## src/rtl/serial_loader.sv

```systemverilog
// Serial-to-parallel loader: assembles N LSB-first serial bits into a word and pulses load.
// Define SERIAL_LOADER_PARITY_EN to expect a trailing odd-parity bit per word.
module serial_loader #(
  parameter int N = 4
) (
  input  logic         clk,
  input  logic         reset,
  input  logic         clear,
  input  logic         sin,
  input  logic         sin_valid,
  output logic [N-1:0] P,
  output logic         load,
  output logic         busy,
  output logic         parity_err
);

  localparam int CW = $clog2(N + 1);

`ifdef SERIAL_LOADER_PARITY_EN
  typedef enum logic [1:0] {IDLE, SHIFT, PAR, DONE} state_t;
`else
  typedef enum logic [1:0] {IDLE, SHIFT, DONE} state_t;
`endif

  state_t        state, state_n;
  logic [CW-1:0] count, count_n;
  logic [N-1:0]  shadow, shadow_n;
  logic [N-1:0]  p_n;
  logic          load_n;
  logic          busy_n;
`ifdef SERIAL_LOADER_PARITY_EN
  logic          perr_q, perr_n;
`endif

  always_ff @(posedge clk or posedge reset) begin
    if (reset) begin
      state <= IDLE;
    end else begin
      state <= state_n;
    end
  end

  // All outputs are registered copies of the next-state decode, so nothing
  // combinational reaches the ports.
  always_ff @(posedge clk or posedge reset) begin
    if (reset) begin
      count  <= '0;
      shadow <= '0;
      P      <= '0;
      load   <= 1'b0;
      busy   <= 1'b0;
    end else begin
      count  <= count_n;
      shadow <= shadow_n;
      P      <= p_n;
      load   <= load_n;
      busy   <= busy_n;
    end
  end

`ifdef SERIAL_LOADER_PARITY_EN
  always_ff @(posedge clk or posedge reset) begin
    if (reset) begin
      perr_q <= 1'b0;
    end else begin
      perr_q <= perr_n;
    end
  end

  assign parity_err = perr_q;
`else
  assign parity_err = 1'b0;
`endif

  always_comb begin
    state_n  = state;
    count_n  = count;
    shadow_n = shadow;
    p_n      = P;
    load_n   = 1'b0;
`ifdef SERIAL_LOADER_PARITY_EN
    perr_n   = perr_q;
`endif

    if (clear) begin
      state_n  = IDLE;
      count_n  = '0;
      shadow_n = '0;
    end else begin
      case (state)
        // DONE behaves like IDLE so a bit arriving during the load cycle starts the next word.
        IDLE, DONE: begin
          state_n = IDLE;
          if (sin_valid) begin
            shadow_n    = '0;
            shadow_n[0] = sin;
            count_n     = CW'(1);
            state_n     = SHIFT;
          end
        end

        SHIFT: begin
          if (sin_valid) begin
            for (int i = 0; i < N; i++) begin
              if (count == CW'(i)) shadow_n[i] = sin;
            end
            if (count == CW'(N - 1)) begin
              count_n = '0;
`ifdef SERIAL_LOADER_PARITY_EN
              state_n = PAR;
`else
              state_n = DONE;
              load_n  = 1'b1;
              p_n     = shadow_n;
`endif
            end else begin
              count_n = count + CW'(1);
            end
          end
        end

`ifdef SERIAL_LOADER_PARITY_EN
        // Odd parity: data bits plus parity bit must XOR to 1.
        PAR: begin
          if (sin_valid) begin
            state_n = DONE;
            load_n  = 1'b1;
            p_n     = shadow;
            perr_n  = ~(^shadow ^ sin);
          end
        end
`endif

        default: begin
          state_n = IDLE;
        end
      endcase
    end

`ifdef SERIAL_LOADER_PARITY_EN
    busy_n = (state_n == SHIFT) || (state_n == PAR);
`else
    busy_n = (state_n == SHIFT);
`endif
  end

endmodule

```

## config.mk

```make
export PLATFORM = sky130hd
export DESIGN_NAME = serial_loader
export DESIGN_NICKNAME = d
export VERILOG_FILES = /design/src/rtl/serial_loader.sv
export SDC_FILE = /design/constraint.sdc
export NUM_CORES = 1
export LEC_CHECK = 0
export CELL_PAD_IN_SITES_DETAIL_PLACEMENT = 1
export CELL_PAD_IN_SITES_GLOBAL_PLACEMENT = 2
export CORE_MARGIN = 2
export CORE_UTILIZATION = 33
export CTS_CLUSTER_SIZE = 28
export DETAILED_ROUTE_END_ITERATION = 10
export PLACE_DENSITY = 0.88
export SETUP_SLACK_MARGIN = 0.5
export SLEW_MARGIN = 20
export SYNTH_ARGS = -nofsm -noshare
export SYNTH_HDL_FRONTEND = slang
export SYNTH_SLANG_ARGS = --single-unit
```

## constraint.sdc

```tcl
create_clock -name clk -period 1.6 [get_ports clk]
set_input_delay 0.4 -clock clk [delete_from_list [all_inputs] [get_ports clk]]
set_output_delay 0.4 -clock clk [all_outputs]
set_load 0.02 [all_outputs]
```

==> results.json <==
{
  "status": "complete, no violations",
  "yosys-top-cells-count": "dfrtp_1 (14), mux2_2 (7), nand2b_1 (7), o21ai_0 (5)",
  "ys_warn_count": 0,
  "dieArea_um2": 2734,
  "cp-start-kind": "flop",
  "placed_cells": 115,
  "drive_above_1_share": 0.5859,
  "cp_top_family": "flip-flops",
  "min_path_type": "primary input to asynchronous set/reset pin",
  "place_ws_ns": -0.2391,
  "fmax_mhz": 685.3,
  "fin_area_um2": 1225,
  "firstDrtPassIters": 4,
  "synth_top_area_frac": 0.4553,
  "power_leakage_nw": 0.5526,
  "pin_count": 12,
  "gp_congestion": 0.7530,
  "synthTopCellsByArea": "dfrtp_1 (46%), mux2_2 (10%), ha_1 (6.5%), nand2b_1 (5.7%), o21ai_0 (3.3%)",
  "pwr-share-seq": 0.460,
  "maxSlewViolCount": 0,
  "synth_area_um2": 769.5,
  "p_per_area_nw_per_um2": 677.3,
  "grt_pass1_vias": 715,
  "postRouteWirelength_um": 2168,
  "synth.most_common_cell": "dfrtp_1",
  "syn_to_final_growth_pct": 59.19,
  "cts_buffer_depth": 2,
  "placed_area_um2": 974.7,
  "htree_levels": 1,
  "fin_skew_ns": 0.001660,
  "io_buffers": 10,
  "wl_per_cell_um": 17.07,
  "grt_start_max_net_pins": 15,
  "floorplan.initialDensity": 0.3479,
  "clk_pin_slew_ns": 0.09,
  "pwr-share-comb": 0.216,
  "p_clk_frac": 0.325,
  "intPower_mw": 0.5972,
  "fp.dieH_um": 52.29,
  "worstReg2RegStart": "count[0]$_DFFE_PP0P_",
  "power.switching_mw": 0.2324,
  "final-seq-area_um2": 354.1,
  "insertion_delay_ns": 0.30,
  "critPathMaxFanout": 5,
  "postSynth.asyncResetShare": 1.000,
  "cap_violations": 0,
  "die_w_um": 52.29,
  "hold_viol": 0,
  "ys_seq_area_frac": 0.4553,
  "cts_buffers": 3,
  "cp_cell_sequence": "buf_4 -> ha_4 -> nand2b_4 -> nor3_4 -> buf_6 -> mux2_4",
  "syn_nets": 79,
  "nFillCells": 246,
  "drc": 0,
  "nets": 109,
  "finalSetupViolCount": 0,
  "rsz0062_at_grt": "yes",
  "cp.required_ns": 1.79,
  "sw_frac_of_total": 0.2802,
  "crit_path_top_delay_cell": "dfrtp_2",
  "clock-root-buffer": "clkbuf_4",
  "synth_top_flop_cell": "dfrtp_1",
  "final_cells": 127,
  "cp-startpoint": "count[0]$_DFFE_PP0P_",
  "drtIter0Drc": 5,
  "globalRouteTotalUtil": 0.1859,
  "postSynthAreaPerCell_um2": 10.99,
  "ir_drop_mv": 0.5267,
  "cp_num_buf_inv": 2,
  "dr_total_vias": 639,
  "synth_edf_count": 0,
  "coreArea_um2": 2212,
  "hold_ws_ns": 0.3984,
  "synth_cell_types": 28,
  "min_period_ns": 1.459,
  "arrival_ns": 1.65,
  "grt_antenna_before_repair": 0,
  "grt_pass1_wl_um": 3505,
  "num_rows": 17,
  "viasPerCell": 5.031,
  "multiInputGateArea_um2": 536.8,
  "slowest_delay_ns": 0.44,
  "critPathKind": "flop to flop",
  "cts.sinks": 14,
  "dp_hpwl_um": 1365,
  "cts_hold_buf": 0,
  "netlist.top_cell.by_area": "dfrtp_1",
  "grt_overflow": 0,
  "end_kind": "flop",
  "cts_tree": "done",
  "min_period_over_period": 0.9121,
  "antenna_left": 0,
  "antennaDiodeCount": 0,
  "synthCells": 70,
  "ys_seq_elements": 14,
  "setup_ws_ns": 0.1407
}
[flip-flops by register name (all words and copies together), names as in the netlist]
name    cells
P           4
count       3
shadow      3
state       2
busy        1
load        1
[metrics by stage]
stage	setup TNS [ns]	total power, mW	util
after floorplan	0	0.4541	-
after global placement	-1.473	0.5118	0.4406
after detailed placement	-1.994	0.5168	0.4406
after CTS	0	0.8273	0.5402
after global routing	0	0.8670	0.5537
final	0	0.8296	0.5537
[worst reg2reg max path, stage by stage (launching register included)]
cell and delay, ns:
dfrtp_2 0.44, buf_4 0.14, ha_4 0.14, nand2b_4 0.07, nor3_4 0.12, buf_6 0.15, mux2_4 0.30
[cells in the final DEF (no fill, tap or decap), drive strengths merged, types with 3 or more instances in the layout]
cell / Yosys / routed
buf: 2 / 24
dfrtp: 14 / 14
nand2b: 9 / 9
mux2: 7 / 7
o21ai: 5 / 5
nand2: 4 / 4
ha: 4 / 4
clkbuf: 1 / 4
inv: 4 / 4
dlygate4sd2: 0 / 3
[area by class of cell]
| class | instances | area share |
|---|---|---|
| Clock buffer | 4 | 0.02962 |
| Tap cell | 28 | 0.02860 |
| Sequential cell | 14 | 0.2891 |
| Timing Repair Buffer | 28 | 0.1982 |
| Inverter | 4 | 0.01634 |
| Multi-Input combinational cell | 49 | 0.4382 |
[cell families (layout without fill, tap and decap cells)]
| kind of cell | after synthesis | after routing | share of synthesized area |
|---|---|---|---|
| DFF | 14 | 14 | 0.4553 |
| muxes | 8 | 8 | 0.1155 |
| adders and majority gates | 4 | 4 | 0.06504 |
| and+or+nand+nor | 23 | 23 | 0.2000 |
| buffers and inverters | 7 | 36 | 0.04877 |
| other | 1 | 1 | 0.004873 |
| AOI/OAI and AO/OA | 13 | 13 | 0.1106 |
[power groups by stage]
stage	clock, mW	sequential (mW)	combinational, mW
3_3_place_gp	0	0.383	0.128
6_report	0.269	0.381	0.179
5_1_grt	0.290	0.383	0.194
2_1_floorplan	0	0.390	0.0641
3_5_place_dp	0	0.384	0.133
4_1_cts	0.277	0.383	0.168
[timing repair]
action,in CTS,in global routing
buffers inserted,7,1
pin swaps,8,4
endpoints found under the setup margin,20,18
gates resized for setup,64,9
[per-layer routing]
| layer | GRT usage | up-vias | part of all wire |
|---|---|---|---|
| met5 | 0 | - | 0 |
| li1 | - | 300 | - |
| met2 | 0.3229 | 9 | 0.54 |
| met1 | 0.2122 | 328 | 0.41 |
| met3 | 0.04571 | 2 | 0.025 |
| met4 | 0.08547 | 0 | 0.017 |
[path summary, 6_finish.rpt]
check                                       end  slack, ns  depth (start not counted)
hold reg to reg                P[3]$_DFFE_PP0P_       0.55                          1
hold / removal                   busy$_DFF_PP0_       0.40                          3
max in group asynchronous  count[1]$_DFFE_PP0P_       1.01                          3
setup / recovery               P[2]$_DFFE_PP0P_       0.14                          6
setup reg to reg               P[2]$_DFFE_PP0P_       0.14                          6
min in group clk               P[3]$_DFFE_PP0P_       0.55                          1
Power figures use the tool's default switching activity.
